--- src/rtl/pc_sequencer.sv ---
// Program-counter sequencer: holds the fetch address, resolves next-PC from
// sequential/branch/jump/jr sources, and tracks halt, misaligned jr and commits.
module pc_sequencer #(
    parameter logic [31:0] RESET_PC = 32'h0000_0000
) (
    input  logic        Clk,
    input  logic        Reset,
    input  logic [31:0] SignExtImm,
    input  logic [25:0] JumpIndex,
    input  logic [31:0] RegTarget,
    input  logic        Branch,
    input  logic        BranchCond,
    input  logic        Jump,
    input  logic        JumpReg,
    input  logic        Halt,
    input  logic        Stall,
    input  logic        ImemReady,
    output logic [31:0] PC,
    output logic [31:0] PCPlus4,
    output logic [31:0] BranchTarget,
    output logic        InstrValid,
    output logic        Halted,
    output logic        Misaligned,
    output logic [31:0] InstrCount
);

    typedef enum logic [1:0] {
        BOOT = 2'd0,
        RUN  = 2'd1,
        HALT = 2'd2
    } state_t;

    state_t      state;
    logic        commit;
    logic [31:0] next_pc;

    // Word offset scaled to bytes; the two bits shifted out of the top are lost.
    function automatic logic [31:0] branch_dest(input logic [31:0]        base,
                                                input logic signed [31:0] imm);
        logic signed [31:0] off;
        off = imm <<< 2;
        return base + $unsigned(off);
    endfunction

    function automatic logic [31:0] jump_dest(input logic [31:0] base,
                                              input logic [25:0] index);
        return {base[31:28], index, 2'b00};
    endfunction

    assign PCPlus4      = PC + 32'd4;
    assign BranchTarget = branch_dest(PCPlus4, SignExtImm);
    assign InstrValid   = (state == RUN) && ImemReady;
    assign commit       = InstrValid && !Stall;

    always_comb begin
        next_pc = PCPlus4;
        if (JumpReg)
            next_pc = {RegTarget[31:2], 2'b00};
        else if (Jump)
            next_pc = jump_dest(PCPlus4, JumpIndex);
        else if (Branch && BranchCond)
            next_pc = BranchTarget;
    end

    always_ff @(posedge Clk) begin
        if (Reset) begin
            state      <= BOOT;
            PC         <= RESET_PC;
            InstrCount <= 32'd0;
            Misaligned <= 1'b0;
            Halted     <= 1'b0;
        end else begin
            case (state)
                BOOT: state <= RUN;
                RUN: begin
                    if (commit) begin
                        InstrCount <= InstrCount + 32'd1;
                        if (Halt) begin
                            // Halt wins over any redirect; PC keeps the halt address.
                            state  <= HALT;
                            Halted <= 1'b1;
                        end else begin
                            PC <= next_pc;
                            if (JumpReg && (RegTarget[1:0] != 2'b00))
                                Misaligned <= 1'b1;
                        end
                    end
                end
                HALT:    state <= HALT;
                default: state <= BOOT;
            endcase
        end
    end

endmodule
--- config.mk ---
export PLATFORM = sky130hd
export DESIGN_NAME = pc_sequencer
export DESIGN_NICKNAME = d
export VERILOG_FILES = /design/src/rtl/pc_sequencer.sv
export SDC_FILE = /design/constraint.sdc
export NUM_CORES = 1
export LEC_CHECK = 0
export ABC_AREA = 1
export CELL_PAD_IN_SITES_DETAIL_PLACEMENT = 1
export CELL_PAD_IN_SITES_GLOBAL_PLACEMENT = 2
export CORE_MARGIN = 5
export CORE_UTILIZATION = 23
export DETAILED_ROUTE_END_ITERATION = 10
export MAX_ROUTING_LAYER = met4
export PLACE_DENSITY_LB_ADDON = 0.1
export SLEW_MARGIN = 20
export SYNTH_ARGS = -nofsm -noshare
export SYNTH_HDL_FRONTEND = slang
export SYNTH_SLANG_ARGS = --single-unit
export TNS_END_PERCENT = 50
--- constraint.sdc ---
create_clock -name Clk -period 5.1 [get_ports Clk]
set_clock_uncertainty 0.2 [all_clocks]
set_input_delay 1.53 -clock Clk [delete_from_list [all_inputs] [get_ports Clk]]
set_output_delay 1.53 -clock Clk [all_outputs]
set_load 0.1 [all_outputs]
* After elaboration in Yosys (flattened, before gate mapping)
Cells that the tools add are included.
Operators by class: bitwise gates (word level) 1, add/sub/neg operators 3, equality and inequality tests 4, mux-type cells 6, reduce and logical (&&, ||, !) cells 12
Operator list (number):
- $mux 32 | 3
- $add 32x1->32 const B | 1
- $add 32x3->32 const B | 1
- $add 32x32->32 | 1
- $pmux 2 s3 | 1
- $reduce_and 3->1 | 2
- $logic_and 1x1->1 | 4
- $mux 2 | 2
- $ne 2x2->1 const B | 2
- $reduce_and 2->1 | 2
- $reduce_and 4->1 | 1
- $eq 2x1->1 const B | 1
- $eq 2x2->1 const B | 1
- $logic_not 2->1 | 1
- $reduce_bool 2->1 | 1
- $logic_not 1->1 | 1
- $not 1->1 | 1
Storage, ports and cells: flip-flop bits (word level) 68, logic and storage cells 31, input port bits 99, output and inout bits 131

* Depth between registers and ports, before layout
depth after elaboration 5, depth in mapped cells 25

* Least setup slack after synthesis
Ideal clock, no wire load.
path type reg-to-output, start point register PC[2], end point output BranchTarget[12], slack -3.066 ns, buffers on the path 0, cell stages (with the launch flop) 13, arrival 6.436 ns, path through dfxtp_1 > inv_1 > nor2_4 > nand2_2 > inv_1 > nor2_1 > a21oi_1 > ha_1 > a21oi_1 > o21ai_0 > nand2_1 > nand3_1 > xor2_1
On the way: word-level cells in the longest chain between the ends 2
Ends and longest elaborated chain:
- start: declaration | RTL line 18 | output logic [31:0] PC,
- start signal: assignment | RTL line 83 | PC <= next_pc;
- $add 32x3->32 | RTL line 50 | assign PCPlus4 = PC + 32'd4;
- via PCPlus4[2] | RTL line 19 | output logic [31:0] PCPlus4,
- $add 32x32->32 | RTL line 42 | return base + $unsigned(off);
- end: declaration | RTL line 20 | output logic [31:0] BranchTarget,
The timed path passes the listed nets, and every way through them passes these cells.

* Worst setup path in the final report
start point input SignExtImm[4], end point output BranchTarget[25]
On the way: word-level cells in the longest chain between the ends 1
Ends and longest elaborated chain:
- start: declaration | RTL line 8 | input logic [31:0] SignExtImm,
- $add 32x32->32 | RTL line 42
Every way passes these cells.

==> reports/results.txt <==
final wirelength: 35100 µm
register area share after synthesis: 0.200
leakage: 5.54 nW
router iterations before antenna repair: 4
Worst Tran Pin Value: 1.05 ns
Worst Path Required: 3.37 ns
pre-CTS WS: -0.398 ns
power density over the cells: 193 nW/µm²
Final Cycle Share: 0.997
Die Width: 179 µm
GRT overflow: 0
Finished Core Util: 0.457
vias after detailed routing: 8768
vias in the first global route: 9188
Post-Place Cell Area: 11400 µm²
nets: 1679
CTS tree: built
FF+latch count, synth: 66
Max Cap Violations: 0
Cell variety after synth: 40
DRC Markers: 0
area of the core: 28500 µm²
Clock Sinks: 66
All-Layer GR Usage: 0.216
Avg WL per Cell: 18.2 µm
Post-synth EDFFs: 0
setup ws final: 0.0143 ns
Hold-fix buffers, CTS: 0
peak supply drop: 0.169 mV
vias per cell: 4.55
Reg-to-Reg Start: PC[3]
fmax: 0.197 GHz
first-pass GRT wire length: 51700 µm
H-tree levels: 3
RSZ-0062 raised after global routing: true
Finished Layout Cells: 1929
die area: 32200 µm²
Final setup viols: 0
Hold Slack: 0.251 ns
Starting Density: 0.232
Slew Limit Fails: 0
HP Start: Halted
CP Capture Type: output pin
hold path depth: 2
Critical Path AT: 3.36 ns
CTS clk-pin slew, worst paths: 0.06 ns
initial drt markers: 300
clk root buf: clkbuf_16
asr flop ratio synth: 0
Mapped Area: 6600 µm²
share of layout cells above drive strength 1: 0.363
RR Endpoint: PC[24]
initial antenna violation count: 2
FP Rows: 62
sw frac: 0.438
Post-Synthesis Cells: 1135
setup_tns: 0 ns
Post-DP HPWL: 28700 µm
Yosys warning total: 0
Switching Power: 1.10 mW
Final Power: 2.52 mW
syn_area_per_cell: 5.81 µm²
Worst Hold Class: flip-flop to flip-flop
status: finished clean
CP Launch Type: input port
min Tclk post-route: 5.09 ns
kind of critical path: input port to output pin
Post-Layout Inst Area: 13000 µm²
Register-to-Register Path Depth: 36
DRT antenna net count: 0
R2R Setup Slk: 0.19 ns
combinational fraction of design power: 0.536
# IOs: 230
Post-Place Cells: 1867
Clock Power Share: 0.243
largest net degree at the start of global routing: 52
Flop pwr share: 0.221
Clock Path Buffers: 2
Die Span Y: 179 µm
Hold Violations, Final: 0
port bufs: 221
worst-path maximum fanout: 3
gp weighted congestion: 0.883
Int Pwr: 1.41 mW
Worst slew margin: 0.297
worst hold endpoint: Halted
top_reg_cell synth: dfxtp_1
total CTS buffers: 9
area delta synth->final: 97.3%
clock latency on the worst-skew pair: 0.33 ns
-- power groups by stage --
stage                     combinational [mW]  clock (mW)  sequential, mW
after floorplan                        0.666           0           0.654
after CTS                               1.30       0.630           0.558
after detailed placement                1.25           0           0.569
final                                   1.35       0.611           0.556
after global placement                  1.24           0           0.569
after global routing                    1.42       0.652           0.559
-- registers in the layout (all words and copies together), names as in the netlist --
name and flops:
InstrCount 32, Halted 1, Misaligned 1, PC 30
state 2
-- how the worst max path moves through the flow --
stage / to / cells past startpoint / start
finish: BranchTarget[25] / 13 / SignExtImm[4]
global placement: BranchTarget[25] / 11 / SignExtImm[17]
CTS: BranchTarget[25] / 13 / SignExtImm[4]
detailed placement: BranchTarget[25] / 11 / SignExtImm[16]
floorplan: BranchTarget[27] / 14 / PC[2]
global route: BranchTarget[27] / 22 / PC[5]
-- critical path, stage by stage --
cell           delay, ns
dlygate4sd2_1       0.26
ha_4                0.29
a21oi_2             0.06
buf_4               0.14
buf_4               0.13
nor2_2              0.08
nor2_1              0.05
nand2_1             0.11
nand4_1             0.18
nand3_1             0.15
nand2_2             0.07
and2_4              0.16
buf_12              0.16
-- layout by cell type, fill, tap and decap left out, drive strengths merged, types with 18 or more instances in the layout --
master         netlist  routed
nand2              347     347
buf                  8     259
nor2               150     150
clkdlybuf4s50        0     134
inv                134     129
a21oi              107     107
nand3               89      89
dfxtp               66      66
ha                  40      40
o21ai               36      36
xor2                30      30
dlygate4sd2          0      26
nor3                18      18
-- repair_timing --
action	CTS	global route
gates resized for setup	132	137
pin swaps	44	61
gates cloned	0	0
setup endpoints to repair	25	22
setup buffers	25	20
-- cells in the mapped netlist, types with 7 or more instances --
library cell,instances,area [µm²]
clkbuf_1,25,93.8
xnor2_1,9,78.8
dfxtp_1,66,1320
o211ai_1,8,60.1
a21oi_1,107,536
nor3_1,17,85.1
ha_1,40,500
nor2_4,7,78.8
xor2_1,30,263
nor2_1,142,533
nand4_1,14,87.6
o21bai_1,7,52.6
and2_1,16,100
nand2_1,344,1290
nand3_1,81,405
o21ai_0,36,180
inv_1,134,503
-- logic make-up (layout without fill, tap and decap cells) --
group                    Yosys count  in the layout  synth area share
flip-flops                        66             66             0.200
other                              1              8          0.000569
buffers and inverters            170            573             0.101
AO/OA/AOI/OAI                    167            167             0.136
adder cells (fa/ha/maj)           41             41            0.0789
AND/OR/NAND/NOR                  651            651             0.432
XOR/XNOR                          39             39            0.0518
-- per-layer routing --
layer	vias up	global-route usage	part of all wire
li1	4435	-	-
met1	4159	0.268	0.44
met2	147	0.380	0.50
met5	-	-	0
met4	0	0.0451	0.016
met3	27	0.0239	0.036
-- final cells by class --
cell class / instances / area [µm²]
tap: 384 / 480
fill: 3561 / 15500
clock inverter: 5 / 56.3
inverter: 137 / 537
multi-input combinational: 904 / 6370
antenna: 2 / 5.00
sequential: 66 / 1380
clock buffer: 10 / 229
timing repair buffer: 421 / 3960
Power figures use the tool's default switching activity.
